**config.mk**
```make
export PLATFORM = sky130hd
export DESIGN_NAME = kahan_vec_gather
export DESIGN_NICKNAME = d
export VERILOG_FILES = /design/src/rtl/kahan_pkg.sv /design/src/rtl/kahan_valid_delay.sv /design/src/rtl/kahan_vec_gather.sv
export SDC_FILE = /design/constraint.sdc
export NUM_CORES = 1
export LEC_CHECK = 0
export CAP_MARGIN = 10
export CORE_MARGIN = 4
export CORE_UTILIZATION = 60
export DETAILED_ROUTE_END_ITERATION = 8
export GPL_ROUTABILITY_DRIVEN = 0
export GPL_TIMING_DRIVEN = 0
export PLACE_DENSITY_LB_ADDON = 0.1
export SYNTH_ARGS = -nofsm -noshare
export SYNTH_HDL_FRONTEND = slang
export SYNTH_SLANG_ARGS = --single-unit
```
**constraint.sdc**
```tcl
create_clock -name clk_i -period 2.57 [get_ports clk_i]
set_clock_uncertainty 0.2 [all_clocks]
set_input_delay 0.514 -clock clk_i [delete_from_list [all_inputs] [get_ports clk_i]]
set_output_delay 0.514 -clock clk_i [all_outputs]
set_load 0.02 [all_outputs]
```
**src/rtl/kahan_pkg.sv**
```systemverilog
// Shared types for the Kahan adder-tree front end: element, gather FSM state and
// vector sequence tag.
package kahan_pkg;

   localparam int EXP_WIDTH  = 5;
   localparam int MANT_WIDTH = 2;
   localparam int BIT_WIDTH  = 1 + EXP_WIDTH + MANT_WIDTH;

   typedef logic signed [BIT_WIDTH-1:0] elem_t;

   typedef enum logic [0:0] {
      FILL  = 1'b0,
      ISSUE = 1'b1
   } gather_state_e;

   typedef logic [7:0] vec_id_t;

endpackage

```
**src/rtl/kahan_valid_delay.sv**
```systemverilog
// Fixed-depth valid+tag shift register that mirrors the adder tree's pipeline
// latency, so the tag leaves in the same cycle as the matching sum.
module kahan_valid_delay #(
   parameter int DEPTH = 8,
   parameter int TAG_W = 8
) (
   input  logic             clk_i,
   input  logic             rst_ni,
   input  logic             valid_i,
   input  logic [TAG_W-1:0] tag_i,
   output logic             valid_o,
   output logic [TAG_W-1:0] tag_o
);

   logic [DEPTH-1:0]            valid_q, valid_d;
   logic [DEPTH-1:0][TAG_W-1:0] tag_q, tag_d;

   always_comb begin
      valid_d[0] = valid_i;
      tag_d[0]   = tag_i;
      for (int i = 1; i < DEPTH; i++) begin
         valid_d[i] = valid_q[i-1];
         tag_d[i]   = tag_q[i-1];
      end
   end

   always_ff @(posedge clk_i or negedge rst_ni) begin
      if (!rst_ni) begin
         valid_q <= '0;
         tag_q   <= '0;
      end else begin
         valid_q <= valid_d;
         tag_q   <= tag_d;
      end
   end

   assign valid_o = valid_q[DEPTH-1];
   assign tag_o   = tag_q[DEPTH-1];

endmodule

```
**src/rtl/kahan_vec_gather.sv**
```systemverilog
// Serial-to-parallel gather in front of the Kahan adder tree, with sum-valid tracking.
// Define KAHAN_GATHER_PAD_EN to let elem_last_i close a short, zero-padded vector.
module kahan_vec_gather
   import kahan_pkg::*;
#(
   parameter int  EXP_WIDTH_I  = 5,
   parameter int  MANT_WIDTH_I = 2,
   parameter int  ELEMS_COUNT  = 32,
   parameter int  TREE_LATENCY = 8,
   localparam int BIT_WIDTH_I  = 1 + EXP_WIDTH_I + MANT_WIDTH_I,
   localparam int CNT_W        = $clog2(ELEMS_COUNT)
) (
   input  logic                                     clk_i,
   input  logic                                     rst_ni,
   input  logic signed [BIT_WIDTH_I-1:0]            elem_i,
   input  logic                                     elem_valid_i,
   input  logic                                     elem_last_i,
   output logic                                     elem_ready_o,
   output logic [ELEMS_COUNT-1:0][BIT_WIDTH_I-1:0]  vec_o,
   output logic                                     vec_valid_o,
   output logic                                     sum_valid_o,
   output logic [7:0]                               vec_id_o
);

   gather_state_e                          state_q, state_d;
   logic [CNT_W:0]                         cnt_q, cnt_d;
   logic [ELEMS_COUNT-1:0][BIT_WIDTH_I-1:0] buf_q, buf_d;
   logic [ELEMS_COUNT-1:0][BIT_WIDTH_I-1:0] vec_q, vec_d;
   logic [ELEMS_COUNT-1:0][BIT_WIDTH_I-1:0] issue_vec;
   logic                                   vec_valid_q, vec_valid_d;
   vec_id_t                                issue_id_q, issue_id_d;
   vec_id_t                                vec_tag_q, vec_tag_d;
   logic                                   accept;
   logic                                   last_elem;

   assign elem_ready_o = (state_q == FILL);
   assign accept       = elem_valid_i & elem_ready_o;

`ifdef KAHAN_GATHER_PAD_EN
   assign last_elem = elem_last_i;
   // cnt_q still holds the fill count during ISSUE; lanes beyond it read as zero.
   for (genvar gi = 0; gi < ELEMS_COUNT; gi++) begin : g_mask
      assign issue_vec[gi] = ((CNT_W+1)'(gi) < cnt_q) ? buf_q[gi] : '0;
   end
`else
   logic unused_last;
   assign unused_last = elem_last_i;
   assign last_elem   = 1'b0;
   assign issue_vec   = buf_q;
`endif

   always_comb begin
      state_d     = state_q;
      cnt_d       = cnt_q;
      buf_d       = buf_q;
      vec_d       = vec_q;
      vec_valid_d = 1'b0;
      vec_tag_d   = vec_tag_q;
      issue_id_d  = issue_id_q;
      case (state_q)
         FILL: begin
            if (accept) begin
               buf_d[cnt_q[CNT_W-1:0]] = elem_i;
               cnt_d                   = cnt_q + (CNT_W+1)'(1);
               if ((cnt_q == (CNT_W+1)'(ELEMS_COUNT-1)) || last_elem) begin
                  state_d = ISSUE;
               end
            end
         end
         ISSUE: begin
            vec_d       = issue_vec;
            vec_valid_d = 1'b1;
            vec_tag_d   = issue_id_q;
            issue_id_d  = issue_id_q + 8'd1;
            buf_d       = '0;
            cnt_d       = '0;
            state_d     = FILL;
         end
         default: state_d = FILL;
      endcase
   end

   always_ff @(posedge clk_i or negedge rst_ni) begin
      if (!rst_ni) begin
         state_q     <= FILL;
         cnt_q       <= '0;
         buf_q       <= '0;
         vec_q       <= '0;
         vec_valid_q <= 1'b0;
         vec_tag_q   <= '0;
         issue_id_q  <= '0;
      end else begin
         state_q     <= state_d;
         cnt_q       <= cnt_d;
         buf_q       <= buf_d;
         vec_q       <= vec_d;
         vec_valid_q <= vec_valid_d;
         vec_tag_q   <= vec_tag_d;
         issue_id_q  <= issue_id_d;
      end
   end

   assign vec_o       = vec_q;
   assign vec_valid_o = vec_valid_q;

   kahan_valid_delay #(
      .DEPTH (TREE_LATENCY),
      .TAG_W (8)
   ) u_valid_delay (
      .clk_i   (clk_i),
      .rst_ni  (rst_ni),
      .valid_i (vec_valid_q),
      .tag_i   (vec_tag_q),
      .valid_o (sum_valid_o),
      .tag_o   (vec_id_o)
   );

endmodule

```
==> impl_results.md, run 1 <==
- CTS tree: yes
- Final Max Slew Viols: 0
- Worst hold-check slack: -0.341 ns
- Leakage power summed over all cells: 15.4 nW
- Mapped Area: 22800 um2
- Initial core utilization: between 60% and 70%
- Outcome: finished with violations
- Failing checks: hold timing
- Number of rows created at floorplan: 71
- Overall via count from detail_route: 13300
- Worst-case headroom to the max-slew limit: 41.8%
- Synth area leaders: dfrtp_1, mux2_2, mux2i_1
- Fraction of registers with async set/reset: 100%
- Number of buffer and inverter stages on the critical path: 5
- Highest cell delay on the worst timing path: 0.37 ns
- Number of top-level pins: around 280
- Latest clock arrival within the worst-skew pair: 0.60 ns
- Maximum count of clock buffers along a single path: 3
- Area delta synth->final: 24.7%
- Global-route wire length before repair: 83700 um
- Share of synthesized cell area in full adder, half adder and majority cells: 0.275%
- Measured slew at the worst slew-check pin: 0.872 ns
- # setup viols final: 0
- Register-to-register setup slack: 0.33 ns
- CTS buffer count: 59
- CP max FO: 10
- Length of the first detailed-routing pass in iterations: 5
- Number of hold violations in the final report: between 70 and 80
- Routed wire length: 53900 um
- Post-synthesis cell count: 1577
- Fin crit period: 2.46 ns
- Clock-pin slew on the worst setup and hold paths: 0.06 ns
- Tcrit/Tclk final: 95.6%
- Most Frequent Cell on Critical Path: buf_6
- Placeable Area: 37600 um2
- Maximum number of pins on one net before global-route repair: around 120
- Path type of the worst setup path: reg2out
- Overall die height: 203 um
- Pre-CTS setup slack: -0.720 ns
- Cell variety after synth: 27
- Register bit count reported by yosys: 608
- Power per cell area: around 1200 nW/um2
- Setup repair after global routing missed its margin: false
- Main combinational cell family by area after synthesis: multiplexers
- Sequential cell area fraction in the yosys report: 66.8%
- Predominant post-synthesis flop cell: dfrtp_1
- Number of synthesized flops with an enable pin: 0
- Worst Path Required: between 1.5 and 2 ns
- Portion of netlist area occupied by mux cells: between 20 and 25%
- Top achievable clock speed: 0.407 GHz
- Number of nets in the final layout: 1939
- Peak ir drop on the vdd network: 0.000728 V
- Remaining design rule violation count: 0
- Vias per Instance: 5.38
- Post-Synth XOR/XNOR Area: less than 1%
- Kind of start point of the critical path: flop
- Final Core Density: 75.6%
- Starting DRT DRC Count: 749
- Warnings, synthesis: 0
- H-tree Lvls: 2
- Most numerous cell types in the synthesized netlist: dfrtp_1, nand2_1, mux2_2
- Worst-path cell chain: buf_2 -> inv_2 -> buf_6 -> buf_6 -> buf_4
- Cell family with most CP delay: buffers and inverters
- Root buffer selected by CTS: clkbuf_16
- Total negative slack: 0 ns
- Max capacitance violation total: 0
- Final HPWL DP: 35100 um
- Overall track demand over capacity in global routing: 26.3%
- Hold Path Class: in2async
- Category of the worst setup path capture point: output port
- Worst-case setup margin in the final layout: 0.114 ns
- Fillcell total: 2442
- Compound-gate portion of the synthesized area: less than 1%
- Area enclosed by the die boundary: 41100 um2
- Horizontal die dimension: 203 um
- Number of port buffers: approximately 280
- Cell type contributing the most total cell area after synthesis: dfrtp_1
- Cell with the most instances after synthesis: dfrtp_1
- Area fraction of the dominant cell type after synthesis: between 60% and 70%
- Number of nets produced by synthesis: ~1600
- Via count of the first global-routing pass: 14300
- Number of clock sinks: just over 600
- Pwr Total: 0.0334 W
- Slowest CP cell: dfrtp_1
- Syn avg cell area: 14.4 um2
- Per-cell routed wire length: 21.7 um
- Initial antenna violation count: 1
- Global route overflow: 0
- Post-detailed-route count of antenna-violating nets: 0
- Arrival time at the worst endpoint: 1.74 ns
- Fraction of the mapped netlist area in simple logic gates: roughly 6%
- Share of cells above drive strength 1: between 20% and 30%
## per-stage QoR
step,cell area [um2],hold slack [ns],instances
final,28400,-0.341,2481
after global routing,28400,-0.311,2481
after CTS,28400,-0.338,2479
after detailed placement,26300,0.135,2370
after global placement,26200,0.132,2365
after floorplan,22800,0.0184,1577
## layout by cell type, fill, tap and decap left out
master / Yosys / routed
dfrtp_1: 608 / 608
clkdlybuf4s50_1: 0 / 275
nand2_1: 269 / 269
mux2_2: 265 / 265
mux2i_1: 257 / 257
clkbuf_16: 0 / 60
buf_2: 54 / 52
clkbuf_1: 34 / 44
nand2_2: 31 / 31
clkinv_2: 0 / 18
clkbuf_8: 0 / 8
bufinv_16: 0 / 8
buf_4: 4 / 5
nand4_1: 5 / 5
xor2_1: 5 / 5
nor2_1: 5 / 5
ha_1: 5 / 5
buf_16: 0 / 5
and3_1: 4 / 4
and3b_1: 4 / 4
xnor2_1: 4 / 4
buf_1: 4 / 4
clkbuf_2: 3 / 3
clkinvlp_4: 0 / 3
inv_1: 3 / 2
buf_6: 0 / 2
and2_1: 2 / 2
nor3_1: 2 / 2
nor2b_1: 2 / 2
a21oi_1: 2 / 2
inv_6: 0 / 2
diode_2: 0 / 1
inv_2: 0 / 1
a21boi_0: 1 / 1
o21a_1: 1 / 1
nor2_4: 1 / 1
o21ai_0: 1 / 1
or3_1: 1 / 1
bufbuf_16: 0 / 1
buf_8: 0 / 1
## layer usage
metal  wire [um]  up-vias  GRT usage, %
met3        3470       89          6.36
li1            -     5990             -
met4        1460        0          8.63
met1       23400     6929          36.7
met2       25600      333          41.6
met5           0        -             0
## state kept, by name, summed over array words and instances (netlist names)
signal / count
buf_q: 256
u_valid_delay.tag_d: 56
vec_valid_o: 1
vec_o: 256
issue_id_q: 8
u_valid_delay.tag_o: 8
state_q: 1
u_valid_delay.valid_q: 8
cnt_q: 6
vec_tag_q: 8
## logic make-up after synthesis
family / count (synthesis)
multiplexers: 522
adder cells (fa/ha/maj): 5
XOR/XNOR: 9
AO/OA/AOI/OAI: 5
flip-flops: 608
AND/OR/NAND/NOR: 326
buffers and inverters: 102
## power by group
part | internal, W | switching, W
registers | 0.0129 | 0.00195
clock network | 0.00525 | 0.00361
logic | 0.00484 | 0.00487
## worst paths after layout
path	cells after the start	end	from
worst min register to register	0	u_valid_delay.tag_d[47]	u_valid_delay.tag_d[39]
worst min-delay path	1	u_valid_delay.tag_d[55]	rst_ni
min in group clk_i	0	u_valid_delay.tag_d[47]	u_valid_delay.tag_d[39]
max in group asynchronous	5	vec_o[229]	rst_ni
worst max-delay path	5	elem_ready_o	state_q
worst max register to register	6	buf_q[66]	state_q
## repair_timing
action	in CTS	in global routing
endpoints found under the setup margin	129	129
gates resized for setup	10	1
setup buffers	0	0
cloned	1	1
hold endpoints to repair	74	74
## area by class of cell
cell class | count | area, um2 | share of cell area [%]
well taps | 511 | 639 | 2.25
flip-flops and latches | 608 | 15200 | 53.6
inverters | 3 | 11.3 | 0.0397
clock buffers | 77 | 1620 | 5.72
clock inverters | 31 | 370 | 1.30
repair buffers | 284 | 2970 | 10.5
multi-input cells | 867 | 7090 | 25.0
plain buffers | 99 | 470 | 1.66
diodes | 1 | 2.50 | 0.00881
No activity file was read; power rests on OpenSTA's default activity.
==> inputs of run 2 (changes only) <==
Settings changed: PLACE_DENSITY from default to 0.95, PLACE_DENSITY_LB_ADDON 0.1 to default, SKIP_CTS_REPAIR_TIMING from default to 1.
==> impl_results.md, run 2 (same netlist as run 1, synthesis figures left out) <==
- Worst hold-check slack: -0.285 ns (was -0.341 ns)
- Maximum number of pins on one net before global-route repair: 136 (was 122)
- Area enclosed by the die boundary: 41100 um2 (unchanged)
- # setup viols final: 0 (unchanged)
- Share of cells above drive strength 1: 23.7% (about the same)
- Horizontal die dimension: 203 um (unchanged)
- Outcome: finished with violations (unchanged)
- Fillcell total: 2163 (was 2442)
- Remaining design rule violation count: 0 (unchanged)
- Top achievable clock speed: 0.413 GHz (was 0.407 GHz)
- Worst-path cell chain: buf_2 -> inv_1 -> buf_6 -> buf_6 -> clkbuf_4 (was buf_2 -> inv_2 -> buf_6 -> buf_6 -> buf_4)
- Failing checks: hold timing (unchanged)
- Path type of the worst setup path: reg2out (unchanged)
- Leading cell types in the layout, fill and taps excluded: dfrtp_1, clkdlybuf4s50_1, nand2_1 (unchanged)
- Hold Path Class: in2async (unchanged)
- Most Frequent Cell on Critical Path: buf_6 (unchanged)
- Clock-pin slew on the worst setup and hold paths: 0.06 ns (about the same)
- Kind of start point of the critical path: flop (unchanged)
- Latest clock arrival within the worst-skew pair: 0.60 ns (about the same)
- Root buffer selected by CTS: clkbuf_16 (unchanged)
- Worst-case headroom to the max-slew limit: 44.8% (was 41.8%)
- Commonest non-fill, non-tap cell in the layout: dfrtp_1 (unchanged)
- Power per cell area: 1190 nW/um2 (was 1180 nW/um2)
- Max capacitance violation total: 0 (unchanged)
- Final Core Density: 75.5% (was 75.6%)
- Vias per Instance: 5.59 (was 5.38)
- Number of rows created at floorplan: 71 (unchanged)
- Starting DRT DRC Count: 806 (was 749)
- Via count of the first global-routing pass: 15400 (was 14300)
- Overall die height: 203 um (unchanged)
- CP max FO: 10 (unchanged)
- Slowest CP cell: dfrtp_1 (unchanged)
- Tcrit/Tclk final: 94.3% (was 95.6%)
- Setup repair after global routing missed its margin: false (unchanged)
- CTS tree: yes (unchanged)
- H-tree Lvls: 2 (unchanged)
- Overall track demand over capacity in global routing: 28.0% (was 26.3%)
- Initial antenna violation count: 0 (was 1)
- RR Startpoint: state_q (unchanged)
- Number of nets in the final layout: 1936 (was 1939)
- Highest cell delay on the worst timing path: 0.37 ns (about the same)
- Routed wire length: 56700 um (was 53900 um)
- Per-cell routed wire length: 22.9 um (was 21.7 um)
- Final HPWL DP: 37000 um (was 35100 um)
- Leakage power summed over all cells: 15.4 nW (about the same)
- Post-detailed-route count of antenna-violating nets: 0 (unchanged)
- Cell count of the worst reg-to-reg path: 6 (unchanged)
- Arrival time at the worst endpoint: 1.71 ns (was 1.74 ns)
- Measured slew at the worst slew-check pin: 0.828 ns (was 0.872 ns)
- Maximum count of clock buffers along a single path: 3 (unchanged)
- Category of the worst setup path capture point: output port (unchanged)
- Total negative slack: 0 ns (unchanged)
- Number of top-level pins: 279 (unchanged)
- Worst Path Required: 1.86 ns (about the same)
- Initial core utilization: 60.6% (unchanged)
- Number of hold violations in the final report: 86 (was 74)
- CTS buffer count: 58 (was 59)
- Fin crit period: 2.42 ns (was 2.46 ns)
- Final Max Slew Viols: 0 (unchanged)
- Global-route wire length before repair: 89300 um (was 83700 um)
- Number of port buffers: 277 (unchanged)
- Placeable Area: 37600 um2 (unchanged)
- Length of the first detailed-routing pass in iterations: 5 (unchanged)
- Number of clock sinks: 608 (unchanged)
- Crit Reg-Reg Endpoint: buf_q[8] (was buf_q[66])
- Overall via count from detail_route: 13800 (was 13300)
- Global route overflow: 0 (unchanged)
- Peak ir drop on the vdd network: 0.000780 V (was 0.000728 V)
- Register-to-register setup slack: 0.32 ns (was 0.33 ns)
- N_diodes: 0 (was 1)
- Area delta synth->final: 24.5% (was 24.7%)
[run 2: worst max path at each step]
| stage | startpoint | to | slack, ns | cells after the start |
|---|---|---|---|---|
| after detailed placement | state_q | elem_ready_o | 0.03 | 5 |
| after global routing | state_q | elem_ready_o | 0.05 | 5 |
| after global placement | rst_ni | vec_o[36] | -24.22 | 1 |
| after floorplan | cnt_q[0] | buf_q[0] | 0.85 | 7 |
| final | state_q | elem_ready_o | 0.15 | 5 |
| after CTS | state_q | elem_ready_o | -0.66 | 5 |
[run 2: stage by stage]
step,instances,instance area [um2],setup slack (ns),total power [W]
after global placement,2365,26200,-24.22,0.0242
after CTS,2475,28300,-0.657,0.0339
after global routing,2476,28400,0.0477,0.0353
after floorplan,1577,22800,0.847,0.0199
final,2476,28400,0.147,0.0338
after detailed placement,2369,26300,0.0269,0.0248
[run 2: area by class of cell]
class / instances / area [um2] / area share, %
Inverter: 3 / 11.3 / 0.0397
Tap cell: 511 / 639 / 2.25
Clock buffer: 82 / 1760 / 6.19
Clock inverter: 24 / 279 / 0.984
Sequential cell: 608 / 15200 / 53.7
Timing Repair Buffer: 282 / 2890 / 10.2
Multi-Input combinational cell: 867 / 7090 / 25.0
Buffer: 99 / 470 / 1.66
[run 2: critical path: cells and delay by family, from the launching register on]
| kind | cells | cell delay [ns] |
|---|---|---|
| buffers and inverters | 5 | 0.73 |
| DFF | 1 | 0.37 |
[run 2: where the power goes]
group	leakage, nW	internal (W)	switching, W
clock	1.01	0.00534	0.00359
sequential	7.48	0.0129	0.00204
combinational	6.88	0.00483	0.00508
total	15.4	0.0230	0.0107
[run 2: routing by layer]
layer	routed length (um)	share of wire, %	track usage, %
met3	3850	6.8	6.76
met5	0	0	0
met2	28000	49	46.4
met1	22500	40	36.0
met4	2270	4.0	11.3
